[config.mk]
export PLATFORM = sky130hd
export DESIGN_NAME = cache_refill_ctrl
export DESIGN_NICKNAME = d
export VERILOG_FILES = /design/src/rtl/cache_refill_ctrl.sv
export SDC_FILE = /design/constraint.sdc
export NUM_CORES = 1
export LEC_CHECK = 0
export ABC_AREA = 0
export ABC_CLOCK_PERIOD_IN_PS = 3500
export BUFFER_PORTS_ARGS = -buffer_cell sky130_fd_sc_hd__buf_2
export CAP_MARGIN = 25
export CORE_MARGIN = 10
export CORE_UTILIZATION = 45
export DETAILED_ROUTE_END_ITERATION = 6
export PLACE_DENSITY = 0.87
export SLEW_MARGIN = 25
export SYNTH_ARGS = -nofsm -noshare
export SYNTH_HDL_FRONTEND = slang
export SYNTH_SLANG_ARGS = --single-unit
export TNS_END_PERCENT = 10
[constraint.sdc]
create_clock -name clk -period 3.5 [get_ports clk]
set_input_delay 0.525 -clock clk [delete_from_list [all_inputs] [get_ports clk]]
set_output_delay 0.525 -clock clk [all_outputs]
set_load 0.02 [all_outputs]
[src/rtl/cache_refill_ctrl.sv]
// Line-refill controller: on a cache miss, invalidates the target line, streams the
// block in from main memory one word per handshake, then writes the tag back as valid.
module cache_refill_ctrl #(
  parameter int WORDS_PER_LINE = 16,
  parameter int INDEX_W        = 8,
  parameter int TAG_W          = 18
) (
  input  logic                                clk,
  input  logic                                rst_n,
  input  logic                                miss_valid,
  input  logic [31:0]                         miss_addr,
  output logic                                miss_ready,
  output logic                                mem_req,
  output logic [31:0]                         mem_addr,
  input  logic                                mem_ack,
  input  logic [31:0]                         mem_rdata,
  output logic                                fill_we,
  output logic [INDEX_W-1:0]                  fill_index,
  output logic [$clog2(WORDS_PER_LINE)-1:0]   fill_word,
  output logic [31:0]                         fill_data,
  output logic                                tag_we,
  output logic [TAG_W-1:0]                    tag_data,
  output logic                                tag_valid,
  output logic                                fill_done
);

  localparam int OFF_W    = $clog2(WORDS_PER_LINE);
  localparam int LINE_LSB = OFF_W + 2;
  localparam int LINE_W   = 32 - LINE_LSB;
  localparam logic [OFF_W-1:0] LAST_WORD = OFF_W'(WORDS_PER_LINE - 1);

  localparam logic [2:0] S_IDLE  = 3'd0;
  localparam logic [2:0] S_INVAL = 3'd1;
  localparam logic [2:0] S_REQ   = 3'd2;
  localparam logic [2:0] S_TAG   = 3'd3;
  localparam logic [2:0] S_DONE  = 3'd4;

  logic [2:0]         state_q,     state_d;
  logic [OFF_W-1:0]   cnt_q,       cnt_d;
  logic [LINE_W-1:0]  line_q,      line_d;
  logic [INDEX_W-1:0] index_q,     index_d;
  logic [TAG_W-1:0]   tag_q,       tag_d;
  logic               fill_we_q,   fill_we_d;
  logic [OFF_W-1:0]   fill_word_q, fill_word_d;
  logic [31:0]        fill_data_q, fill_data_d;

  logic accept;
  logic word_ack;

  // Only the IDLE and REQ states look at their inputs, so acks or misses elsewhere are dropped.
  assign accept   = (state_q == S_IDLE) && miss_valid;
  assign word_ack = (state_q == S_REQ) && mem_ack;

  always_comb begin
    state_d     = state_q;
    cnt_d       = cnt_q;
    line_d      = line_q;
    index_d     = index_q;
    tag_d       = tag_q;
    fill_we_d   = 1'b0;
    fill_word_d = fill_word_q;
    fill_data_d = fill_data_q;

    unique case (state_q)
      S_IDLE: begin
        if (accept) begin
          line_d  = miss_addr[31:LINE_LSB];
          index_d = miss_addr[LINE_LSB +: INDEX_W];
          tag_d   = miss_addr[31 -: TAG_W];
          cnt_d   = '0;
          state_d = S_INVAL;
        end
      end
      S_INVAL: state_d = S_REQ;
      S_REQ: begin
        if (word_ack) begin
          fill_we_d   = 1'b1;
          fill_word_d = cnt_q;
          fill_data_d = mem_rdata;
          cnt_d       = cnt_q + OFF_W'(1);
          if (cnt_q == LAST_WORD) state_d = S_TAG;
        end
      end
      S_TAG:   state_d = S_DONE;
      S_DONE:  state_d = S_IDLE;
      default: state_d = S_IDLE;
    endcase
  end

  always_ff @(posedge clk or negedge rst_n) begin
    if (!rst_n) begin
      state_q     <= S_IDLE;
      cnt_q       <= '0;
      line_q      <= '0;
      index_q     <= '0;
      tag_q       <= '0;
      fill_we_q   <= 1'b0;
      fill_word_q <= '0;
      fill_data_q <= '0;
    end else begin
      state_q     <= state_d;
      cnt_q       <= cnt_d;
      line_q      <= line_d;
      index_q     <= index_d;
      tag_q       <= tag_d;
      fill_we_q   <= fill_we_d;
      fill_word_q <= fill_word_d;
      fill_data_q <= fill_data_d;
    end
  end

  // Address is built by concatenation so the word offset can never carry into the index/tag.
  assign mem_addr   = {line_q, cnt_q, 2'b00};
  assign miss_ready = (state_q == S_IDLE);
  assign mem_req    = (state_q == S_REQ);
  assign tag_we     = (state_q == S_INVAL) || (state_q == S_TAG);
  assign tag_valid  = (state_q == S_TAG);
  assign fill_done  = (state_q == S_DONE);
  assign fill_we    = fill_we_q;
  assign fill_word  = fill_word_q;
  assign fill_data  = fill_data_q;
  assign fill_index = index_q;
  assign tag_data   = tag_q;

endmodule

Word-level counts from Yosys, hierarchy flattened
Index checks and enable logic that the tools add are counted.
{"block": "op_classes", "n_reduce_logical": 9, "n_mux": 9, "n_addsub": 1, "eq_ne": 8}
{"cell": "one-hot mux 3 bit (4 select lines)", "n": 1}
{"cell": "two-way mux 3 bit", "n": 3}
{"cell": "two-way mux 4 bit", "n": 2}
{"cell": "one-hot mux 4 bit (2 select lines)", "n": 1}
{"cell": "equality test 3 x 2 -> 1 bit, second input constant", "n": 2}
{"cell": "inequality test 2 x 1 -> 1 bit, second input constant", "n": 3}
{"cell": "AND reduction 3 bit", "n": 2}
{"cell": "adder 4 x 1 -> 4 bit, second input constant", "n": 1}
{"cell": "equality test 4 bit, second input constant", "n": 1}
{"cell": "AND reduction 2 bit", "n": 2}
{"cell": "equality test 3 x 1 -> 1 bit, second input constant", "n": 1}
{"cell": "equality test 3 bit, second input constant", "n": 1}
{"cell": "logical NOT 3 bit", "n": 1}
{"cell": "logical AND 1 bit", "n": 2}
{"cell": "two-way mux 1 bit", "n": 2}
{"cell": "nonzero test 2 bit", "n": 1}
{"cell": "logical OR 1 bit", "n": 1}
{"block": "word_totals", "register_bits": 96, "output_inout_bits": 100, "input_bits": 68}

Logic depth before layout (Yosys ltp)
Gate-level depths: netlist of the first run.
{"block": "depth", "depth_word": 4, "ltp_mapped": 7, "ltp_nobuf": 4}

Least setup slack after synthesis of the first run
Ideal clock, no wire load.
{"block": "synth_path", "path_kind": "reg2out", "from": "register state_q[0]", "to": "output fill_done", "t_arrival_ps": 1034, "stages_incl_launch_ff": 3, "slack_ps": 1941, "cell_sequence": "dfrtp_1 > clkbuf_2 > nor3b_1"}
{"block": "synth_between", "elab_chain_len": 1}
{"element": "start, declared", "line": "38", "source": "logic [2:0] state_q, state_d;"}
{"element": "start signal, assigned", "line": "101", "source": "state_q <= state_d;"}
{"element": "equality test 3 bit", "line": "118", "source": "assign fill_done = (state_q == S_DONE);"}
{"element": "end, declared", "line": "24", "source": "output logic fill_done"}
Every way passes these cells.

Final worst setup path of the first run
{"block": "layout_path", "from": "register state_q[1]", "to": "output mem_req"}
{"block": "layout_between", "elab_chain_len": 1}
{"element": "equality test 3 x 2 -> 1 bit", "line": "115", "source": "assign mem_req = (state_q == S_REQ);"}
{"element": "end, declared", "line": "13", "source": "output logic mem_req,"}
Every way passes these cells.

==> results of run 1 <==
tightest hold or removal path: stages:
cell and delay, ps:
buf_2 70, nand2_1 40, nand2_1 50
final timing paths:
kind | from | to | slack (ps)
worst max-delay path | state_q[1] | mem_req | 1460
worst min register to register | fill_data[24] | fill_data[24] | 470
max in group asynchronous | rst_n | fill_data[7] | 2540
min in group asynchronous | rst_n | fill_data[0] | 390
worst max register to register | state_q[1] | line_q[7] | 1860
worst min-delay path | mem_rdata[24] | fill_data[24] | 380
metal layers:
metal	wire, um	GRT usage	vias up	part of all wire
met5	0	0	-	0
met4	67	0.0521	0	0.0086
met3	754	0.0466	8	0.097
met2	3900	0.243	99	0.50
met1	3070	0.176	1057	0.39
li1	-	-	1108	-
Yosys cell counts, types with 2 or more instances:
library cell and instances:
and2_1 2, buf_12 2, buf_2 7, buf_4 29
buf_6 2, dfrtp_1 70, inv_1 2, mux2_2 8
mux2_4 18, nand2_1 105, nand3_1 5, nand3b_1 2
o21ai_0 5
logic make-up (layout without fill, tap and decap cells):
family | after synthesis | in the layout | synth area share
other cells | 1 | 2 | 0.00123
xor+xnor | 1 | 1 | 0.00287
buf+inv | 44 | 182 | 0.109
flops | 70 | 70 | 0.574
mux | 26 | 26 | 0.118
simple gates | 123 | 123 | 0.174
compound gates | 8 | 8 | 0.0168
fa+ha+maj | 1 | 1 | 0.00410
cell usage in the layout, fill, tap and decap left out, types with 2 or more instances in the layout:
cell	synthesis	final
dfrtp_1	70	70
nand3_1	5	5
clkbuf_8	0	9
and2_1	2	2
mux2_4	18	18
clkinvlp_4	0	4
nand2_1	105	105
conb_1	1	2
nand3b_1	2	2
o21ai_0	5	5
inv_1	2	2
mux2_2	8	8
buf_4	29	4
buf_2	7	159
report_power, final:
| part | total [mW] | internal, mW | switching, mW |
|---|---|---|---|
| Clock | 0.636 | 0.330 | 0.307 |
| Combinational | 2.10 | 0.784 | 1.32 |
| Sequential | 1.46 | 1.19 | 0.263 |
state kept, by name (all words and copies together), names as in the netlist:
| signal | cells |
|---|---|
| state_q | 3 |
| fill_word | 4 |
| fill_data | 32 |
| cnt_q | 4 |
| line_q | 26 |
| fill_we | 1 |
final cells by class:
cell class                 instances  area (um^2)  area share
sequential                        70         1750       0.453
tap                               77         96.3      0.0249
clock buffer                       9          124      0.0320
multi-input combinational        161          983       0.254
timing repair buffer             163          826       0.214
clock inverter                     7         73.8      0.0191
inverter                           3         11.3     0.00291
==> qor.yml, run 1 <==
cp_max_fo: 9
antenna_found_initial: 0
power.leakage_nw: 2.19
nets: 477
pre_cts_slack_ps: 1830
routedWlPerCell_um: 15.9
reg2reg_depth: 3
cts-root-buf: "clkbuf_8"
fin_hold_ws_ps: 381
placed_cells: 474
synth_ff_type: "dfrtp_1"
max_freq_mhz: 491
ir_worst_vdd_mv: 0.533
cts_max_path_buffers: 2
dieArea_mm2: 0.0105
clkSinkCount: 70
numCtsBuffers: 9
holdPathStages: 3
hold_buffers: 0
cp.buffers_inverters: 1
dp_hpwl_mm: 5.91
grt_max_degree: 71
cp-start-kind: "flip-flop"
worst_clock_skew_ps: 8.10
final_antenna_net_count: 0
grt_pass1_vias: 2452
drv_slew: 0
finalSetupViolations: 0
cp.depth: 2
syn_area_mm2: 0.00305
chipHeight_um: 102
synth_cells: 274
start_util: 0.472
synth_top_area_cell: "dfrtp_1"
place.gp.congestion: 0.716
gr-total-overflow: 0
critical_path.top_delay_family: "flip-flops"
synth_edf_count: 0
clock_latency_ps: 330
row_count: 29
portBuffers: 159
yosys_warnings: 0
grt_pass1_wl_mm: 12.2
worstMarginPinSlew_ps: 871
placed_cell_area_mm2: 0.00367
timing.final.crit_share: 0.582
track_usage: 0.147
end_kind: "output pin"
pin_count: 168
area_growth_syn_to_layout_pct: 26.8
clk_pin_slew_worst_paths_ps: 80
required_ps: 2970
fin_area_mm2: 0.00387
timing.final.ws_setup_ps: 1460
slew_headroom: 0.419
htreeDepth: 3
rsz0062_at_grt: "no"
yosysSeqAreaShare: 0.574
maxCapViolations: 0
async_reset_ff_frac: 1.00
drcViolationCount: 0
hold_viol_final: 0
drtPass1Iterations: 4
finalNonFillerCells: 490
crit_type: "flip-flop to output pin"
synth_top_area_share: 0.574
cp_slowest_cell: "dfrtp_1"
power.density_mw_per_mm2: 1080
finalSetupTns_ps: 0
worstPathArrival_ps: 1510
min_period_ps: 2040
vias_per_cell: 4.64
drt_iter0_drc: 60
cts-resized-gates: 0
max_stage_delay_ps: 550
diodes: 0
status: "finished clean"
die_x_um: 102
vias: 2272
utilization: 0.599
synthDistinctLibCells: 30
syn_avg_cell_area_um2: 11.1
cts_tree: "yes"
cts_setup_buffers: 0
fillers: 559
crit_path_cell_trace: "nor3b_2 > buf_2"
wirelength_mm: 7.79
coreArea_mm2: 0.00646
layout-drive-gt1-share: 0.508
total_power_mw: 4.19
netlist_top_cells_area: "dfrtp_1, nand2_1, mux2_4, buf_4, mux2_2"
hold_path_class: "primary input to flip-flop"
yosys_register_bits: 70
No activity file was read; power rests on OpenSTA's default activity.
==> inputs of run 2 (changes only) <==
--- a/config.mk
+++ b/config.mk
@@ -6,13 +6,13 @@
 export NUM_CORES = 1
 export LEC_CHECK = 0
 export ABC_AREA = 0
-export ABC_CLOCK_PERIOD_IN_PS = 3500
+export ABC_CLOCK_PERIOD_IN_PS = 1700
 export BUFFER_PORTS_ARGS = -buffer_cell sky130_fd_sc_hd__buf_2
 export CAP_MARGIN = 25
 export CORE_MARGIN = 10
-export CORE_UTILIZATION = 45
+export CORE_UTILIZATION = 40
 export DETAILED_ROUTE_END_ITERATION = 6
-export PLACE_DENSITY = 0.87
+export PLACE_DENSITY = 0.82
 export SLEW_MARGIN = 25
 export SYNTH_ARGS = -nofsm -noshare
 export SYNTH_HDL_FRONTEND = slang
==> constraint.sdc (replaced) <==
create_clock -name clk -period 1.7 [get_ports clk]
set_input_delay 0.255 -clock clk [delete_from_list [all_inputs] [get_ports clk]]
set_output_delay 0.255 -clock clk [all_outputs]
set_load 0.02 [all_outputs]
==> run 2 against run 1 <==
Die area grew 10%. Register-to-register slack got worse by 1700 ps. Utilization decreased by 5.5 points. Final cell count increased by 5.9%. Non-clock buffer count increased by 7. Routed wire length is 3.8% higher. Clock skew increased by 0.90 ps. Critical path depth grew 1. Hold slack got worse by 270 ps. Via count is 2.9% higher.
==> qor.yml, run 2 (synthesized netlist as in run 1, its figures left out) <==
min_period_ps: 1600
end_kind: "output pin"
rsz0062_at_grt: "no"
portBuffers: 159  # unchanged
total_power_mw: 8.75  # +110%
mostFrequentLayoutCells: "buf_2, nand2_1, dfrtp_1, mux2_4, clkbuf_8"
grt_max_degree: 41  # -42%
finalSetupTns_ps: 0  # unchanged
chipHeight_um: 107  # +4.9%
maxCapViolations: 0  # unchanged
cp-startpoint: "state_q[2]"
hold_end: "fill_data[19]"
die_x_um: 107  # +4.9%
hold_path_class: "primary input to flip-flop"
dp_hpwl_mm: 6.26  # +5.8%
timing.final.crit_share: 0.942
placed_cell_area_mm2: 0.00376  # +2.5%
cts_max_path_buffers: 2  # unchanged
timing.rr.end: "line_q[11]"
cts-root-buf: "clkbuf_8"
gr-total-overflow: 0  # unchanged
power.leakage_nw: 2.22  # +1.8%
drcViolationCount: 0  # unchanged
dieArea_mm2: 0.0115  # +10%
grt_pass1_vias: 2468  # +0.65%
worstPathArrival_ps: 1350  # -160 ps
place.gp.congestion: 0.780  # +9.0%
layout-drive-gt1-share: 0.519  # +0.0106
drv_slew: 0  # unchanged
crit_type: "flip-flop to output pin"
row_count: 31  # +6.9%
diodes: 0  # unchanged
finalSetupViolations: 0  # unchanged
status: "finished clean"
max_freq_mhz: 624
start_util: 0.416  # -0.0562
htreeDepth: 3  # unchanged
cts_tree: "yes"
timing.final.ws_setup_ps: 98.3  # -1360 ps
r2r-start: "state_q[2]"
drt_iter0_drc: 73  # +22%
power.density_mw_per_mm2: 2190  # +100%
final_antenna_net_count: 0  # unchanged
antenna_found_initial: 0  # unchanged
clkSinkCount: 70  # unchanged
numCtsBuffers: 9  # unchanged
coreArea_mm2: 0.00733  # +14%
hold_viol_final: 0  # unchanged
largest_register_ffs: 32  # unchanged
vias_per_cell: 4.50  # -2.8%
cp_max_fo: 8  # -1
required_ps: 1440  # -1530 ps
worst_clock_skew_ps: 9.00  # +0.905 ps
area_growth_syn_to_layout_pct: 30.7
wirelength_mm: 8.09  # +3.8%
cp-start-kind: "flip-flop"
final_common_cell: "buf_2"
fin_area_mm2: 0.00399  # +3.1%
rrSetupSlack_ps: 120  # -1740 ps
pin_count: 168  # unchanged
ir_worst_vdd_mv: 0.951  # +78%
pre_cts_slack_ps: 95.3  # -1740 ps
clock_latency_ps: 330  # about the same
drtPass1Iterations: 4  # unchanged
holdPathStages: 3  # unchanged
hold_path.startpoint: "mem_rdata[19]"
vias: 2338  # +2.9%
nets: 484  # +1.5%
grt_pass1_wl_mm: 13.0  # +6.6%
routedWlPerCell_um: 15.6  # -2.0%
clk_pin_slew_worst_paths_ps: 80  # about the same
reg2reg_depth: 3  # unchanged
track_usage: 0.142  # -0.00467
run 2: per-layer routing:
| metal | GRT usage | vias to the layer above | routed length (um) |
|---|---|---|---|
| met5 | 0 | - | 0 |
| met3 | 0.0695 | 4 | 813 |
| li1 | - | 1128 | - |
| met4 | 0.0493 | 0 | 50 |
| met2 | 0.233 | 96 | 3950 |
| met1 | 0.157 | 1110 | 3270 |
run 2: worst max-delay path, cell delays in order (launching register included):
cell	delay, ps
dfrtp_2	490
and2b_1	250
and2_1	120
buf_2	160
run 2: metrics by stage:
step                hold WS [ps]  std cells   util
global route                91.9        519  0.544
floorplan                  -40.6        275      -
detailed placement           217        501  0.513
CTS                         87.8        518  0.542
global placement             213        501  0.513
finish                       106        519  0.544
run 2: what timing repair did:
action / in CTS / in global routing
hold endpoints to repair: 30 / 0
hold buffers: 1 / 0
buffers inserted: 0 / 1
resized for setup: 3 / 1
pin swaps: 0 / 0
setup endpoints to repair: 1 / 2
run 2: report_power, final:
group / internal [mW] / leakage, nW / switching, mW
registers: 2.46 / 0.861 / 0.524
logic: 1.73 / 1.28 / 2.76
clock network: 0.649 / 0.0869 / 0.626
run 2: layout make-up:
class	instances	area, um^2
fillers	658	3350
flip-flops and latches	70	1750
clock buffers	12	165
clock inverters	4	30.0
repair buffers	170	911
well taps	99	124
inverters	3	11.3
multi-input cells	161	990
run 2: worst max path at each step:
stage,to,depth (start not counted)
finish,tag_valid,3
floorplan,line_q[13],5
global placement,line_q[9],3
CTS,mem_req,3
detailed placement,line_q[11],3
global route,tag_valid,3
==> inputs of run 3 (changes only) <==
--- a/config.mk
+++ b/config.mk
@@ -10,9 +10,9 @@
 export BUFFER_PORTS_ARGS = -buffer_cell sky130_fd_sc_hd__buf_2
 export CAP_MARGIN = 25
 export CORE_MARGIN = 10
-export CORE_UTILIZATION = 40
+export CORE_UTILIZATION = 38
 export DETAILED_ROUTE_END_ITERATION = 6
-export PLACE_DENSITY = 0.82
+export PLACE_DENSITY = 0.79
 export SLEW_MARGIN = 25
 export SYNTH_ARGS = -nofsm -noshare
 export SYNTH_HDL_FRONTEND = slang
==> run 3 against run 2 <==
Critical path depth grew 1. Global-route usage fell by 1.2 points. Fmax fell by 2.3%. First-iteration DRC count is 1.4% higher. Clock skew increased by 0.51 ps. Combinational power is 2% higher. Routed wire length is 0.36% lower. Setup slack got worse by 38 ps. Final area up 2.2%. Non-clock buffer count rose by 3. Utilization is 1.9 points lower.
==> qor.yml, run 3 (synthesized netlist as in run 1, its figures left out) <==
worst_clock_skew_ps: 9.51  # +0.510 ps
utilization: 0.524  # -0.0191
vias: 2321  # -0.73%
drcViolationCount: 0  # unchanged
end_kind: "output pin"
pre_cts_slack_ps: 112  # +16.4 ps
cts_max_path_buffers: 2  # unchanged
numCtsBuffers: 9  # unchanged
mostFrequentLayoutCells: "buf_2, nand2_1, dfrtp_1, mux2_4, buf_4"
htreeDepth: 3  # unchanged
status: "finished clean"
chipHeight_um: 110  # +2.1%
worstPathArrival_ps: 1380  # +30 ps
row_count: 32  # +3.2%
place.gp.congestion: 0.775  # -0.67%
reg2reg_depth: 3  # unchanged
final_common_cell: "buf_2"
layout-drive-gt1-share: 0.515  # -0.00368
maxCapViolations: 0  # unchanged
dp_hpwl_mm: 6.31  # +0.91%
grt_max_degree: 37  # -9.8%
fin_hold_ws_ps: 111  # +4.66 ps
total_power_mw: 9.09  # +4.0%
required_ps: 1440  # about the same
hold_path_class: "primary input to flip-flop"
clock_latency_ps: 330  # about the same
p_clk_frac: 0.170  # +0.024
cp_max_fo: 5  # -3
timing.final.ws_setup_ps: 60.7  # -37.6 ps
seqPwrFrac: 0.325  # -0.016
min_period_ps: 1640  # +37.6 ps
portBuffers: 159  # unchanged
gr-total-overflow: 0  # unchanged
drt_iter0_drc: 74  # +1.4%
wirelength_mm: 8.06  # -0.36%
clk_pin_slew_worst_paths_ps: 70  # about the same
sw_frac_of_total: 0.425  # -0.0224
max_freq_mhz: 610  # -2.3%
nets: 487  # +0.62%
ir_worst_vdd_mv: 0.965  # +1.5%
start_util: 0.393  # -0.0234
crit_type: "flip-flop to output pin"
combPwrFrac: 0.505  # -0.008
largest_register_ffs: 32  # unchanged
finalSetupViolations: 0  # unchanged
grt_pass1_wl_mm: 12.3  # -5.3%
final_antenna_net_count: 0  # unchanged
holdPathStages: 3  # unchanged
hold_viol_final: 0  # unchanged
drtPass1Iterations: 4  # unchanged
antenna_found_initial: 0  # unchanged
power.leakage_nw: 2.28  # +2.3%
cts-root-buf: "clkbuf_8"
pin_count: 168  # unchanged
diodes: 0  # unchanged
p_int_mw: 5.23  # +8.2%
p_sw_mw: 3.86  # -1.2%
cts_tree: "yes"
drv_slew: 0  # unchanged
vias_per_cell: 4.42  # -1.9%
track_usage: 0.130  # -0.0123
routedWlPerCell_um: 15.4  # -1.5%
area_growth_syn_to_layout_pct: 33.6
clkSinkCount: 70  # unchanged
timing.final.crit_share: 0.964  # +0.0221
power.density_mw_per_mm2: 2230  # +1.7%
coreArea_mm2: 0.00777  # +6.0%
dieArea_mm2: 0.0120  # +4.3%
cp-start-kind: "flip-flop"
die_x_um: 110  # +2.1%
fillers: 710  # +7.9%
grt_pass1_vias: 2443  # -1.0%
-- run 3: cell count changes in the layout (fill, tap and decap cells not counted), moves of 3 or more --
cell / before / now
clkinvlp_4: 4 / 0
clkbuf_1: 0 / 3
bufinv_16: 0 / 3
clkbuf_8: 12 / 9
buf_6: 0 / 3
-- run 3: layer usage --
layer,vias up,global-route usage,share of wire
met5,-,0,0
met2,117,0.206,0.47
met4,0,0.0335,0.0045
li1,1134,-,-
met1,1066,0.145,0.39
met3,4,0.0790,0.13
-- run 3: layout make-up --
cell class                      count  area, um^2  area share
Sequential cell                    70        1750       0.430
Multi-Input combinational cell    161         992       0.244
Timing Repair Buffer              173         960       0.236
Clock buffer                       12         135      0.0332
Tap cell                          102         128      0.0313
Clock inverter                      4        95.1      0.0233
Inverter                            3        11.3     0.00276
-- run 3: power groups by stage --
stage	clock, mW	sequential [mW]	combinational (mW)
after floorplan	0	3.89	2.42
after global placement	0	2.92	4.53
after detailed placement	0	2.98	4.59
after CTS	1.61	2.97	4.64
after global routing	1.69	3.08	4.97
final	1.55	2.96	4.59
-- run 3: worst max-delay path, cell delays in order, from the launching register on --
cell and delay, ps:
dfrtp_2 450, buf_6 150, and2b_1 180, and2_4 160, buf_6 120
-- run 3: repair_timing --
action                                  4_1_cts  5_1_grt
resized for setup                             3        5
hold buffers                                  1        0
endpoints found under the setup margin        1        2
endpoints found under the hold margin        35        0
buffers inserted                              0        1
-- run 3: path summary, 6_finish.rpt --
check / start / to / slack, ps
max: state_q[0] / tag_valid / 60
min: mem_rdata[27] / fill_data[27] / 110
max reg2reg: state_q[2] / line_q[11] / 120
min reg2reg: fill_data[15] / fill_data[15] / 470
max in group asynchronous: rst_n / line_q[22] / 730
min in group asynchronous: rst_n / fill_data[27] / 420
-- run 3: per-stage QoR --
| stage | setup TNS [ps] | cell area [um^2] | std cells |
|---|---|---|---|
| 6_report | 0 | 4070 | 525 |
| 5_1_grt | -18.2 | 4070 | 525 |
| 4_1_cts | 0 | 4050 | 524 |
| 3_5_place_dp | 0 | 3800 | 507 |
| 3_3_place_gp | 0 | 3800 | 507 |
| 2_1_floorplan | 0 | 3050 | 275 |
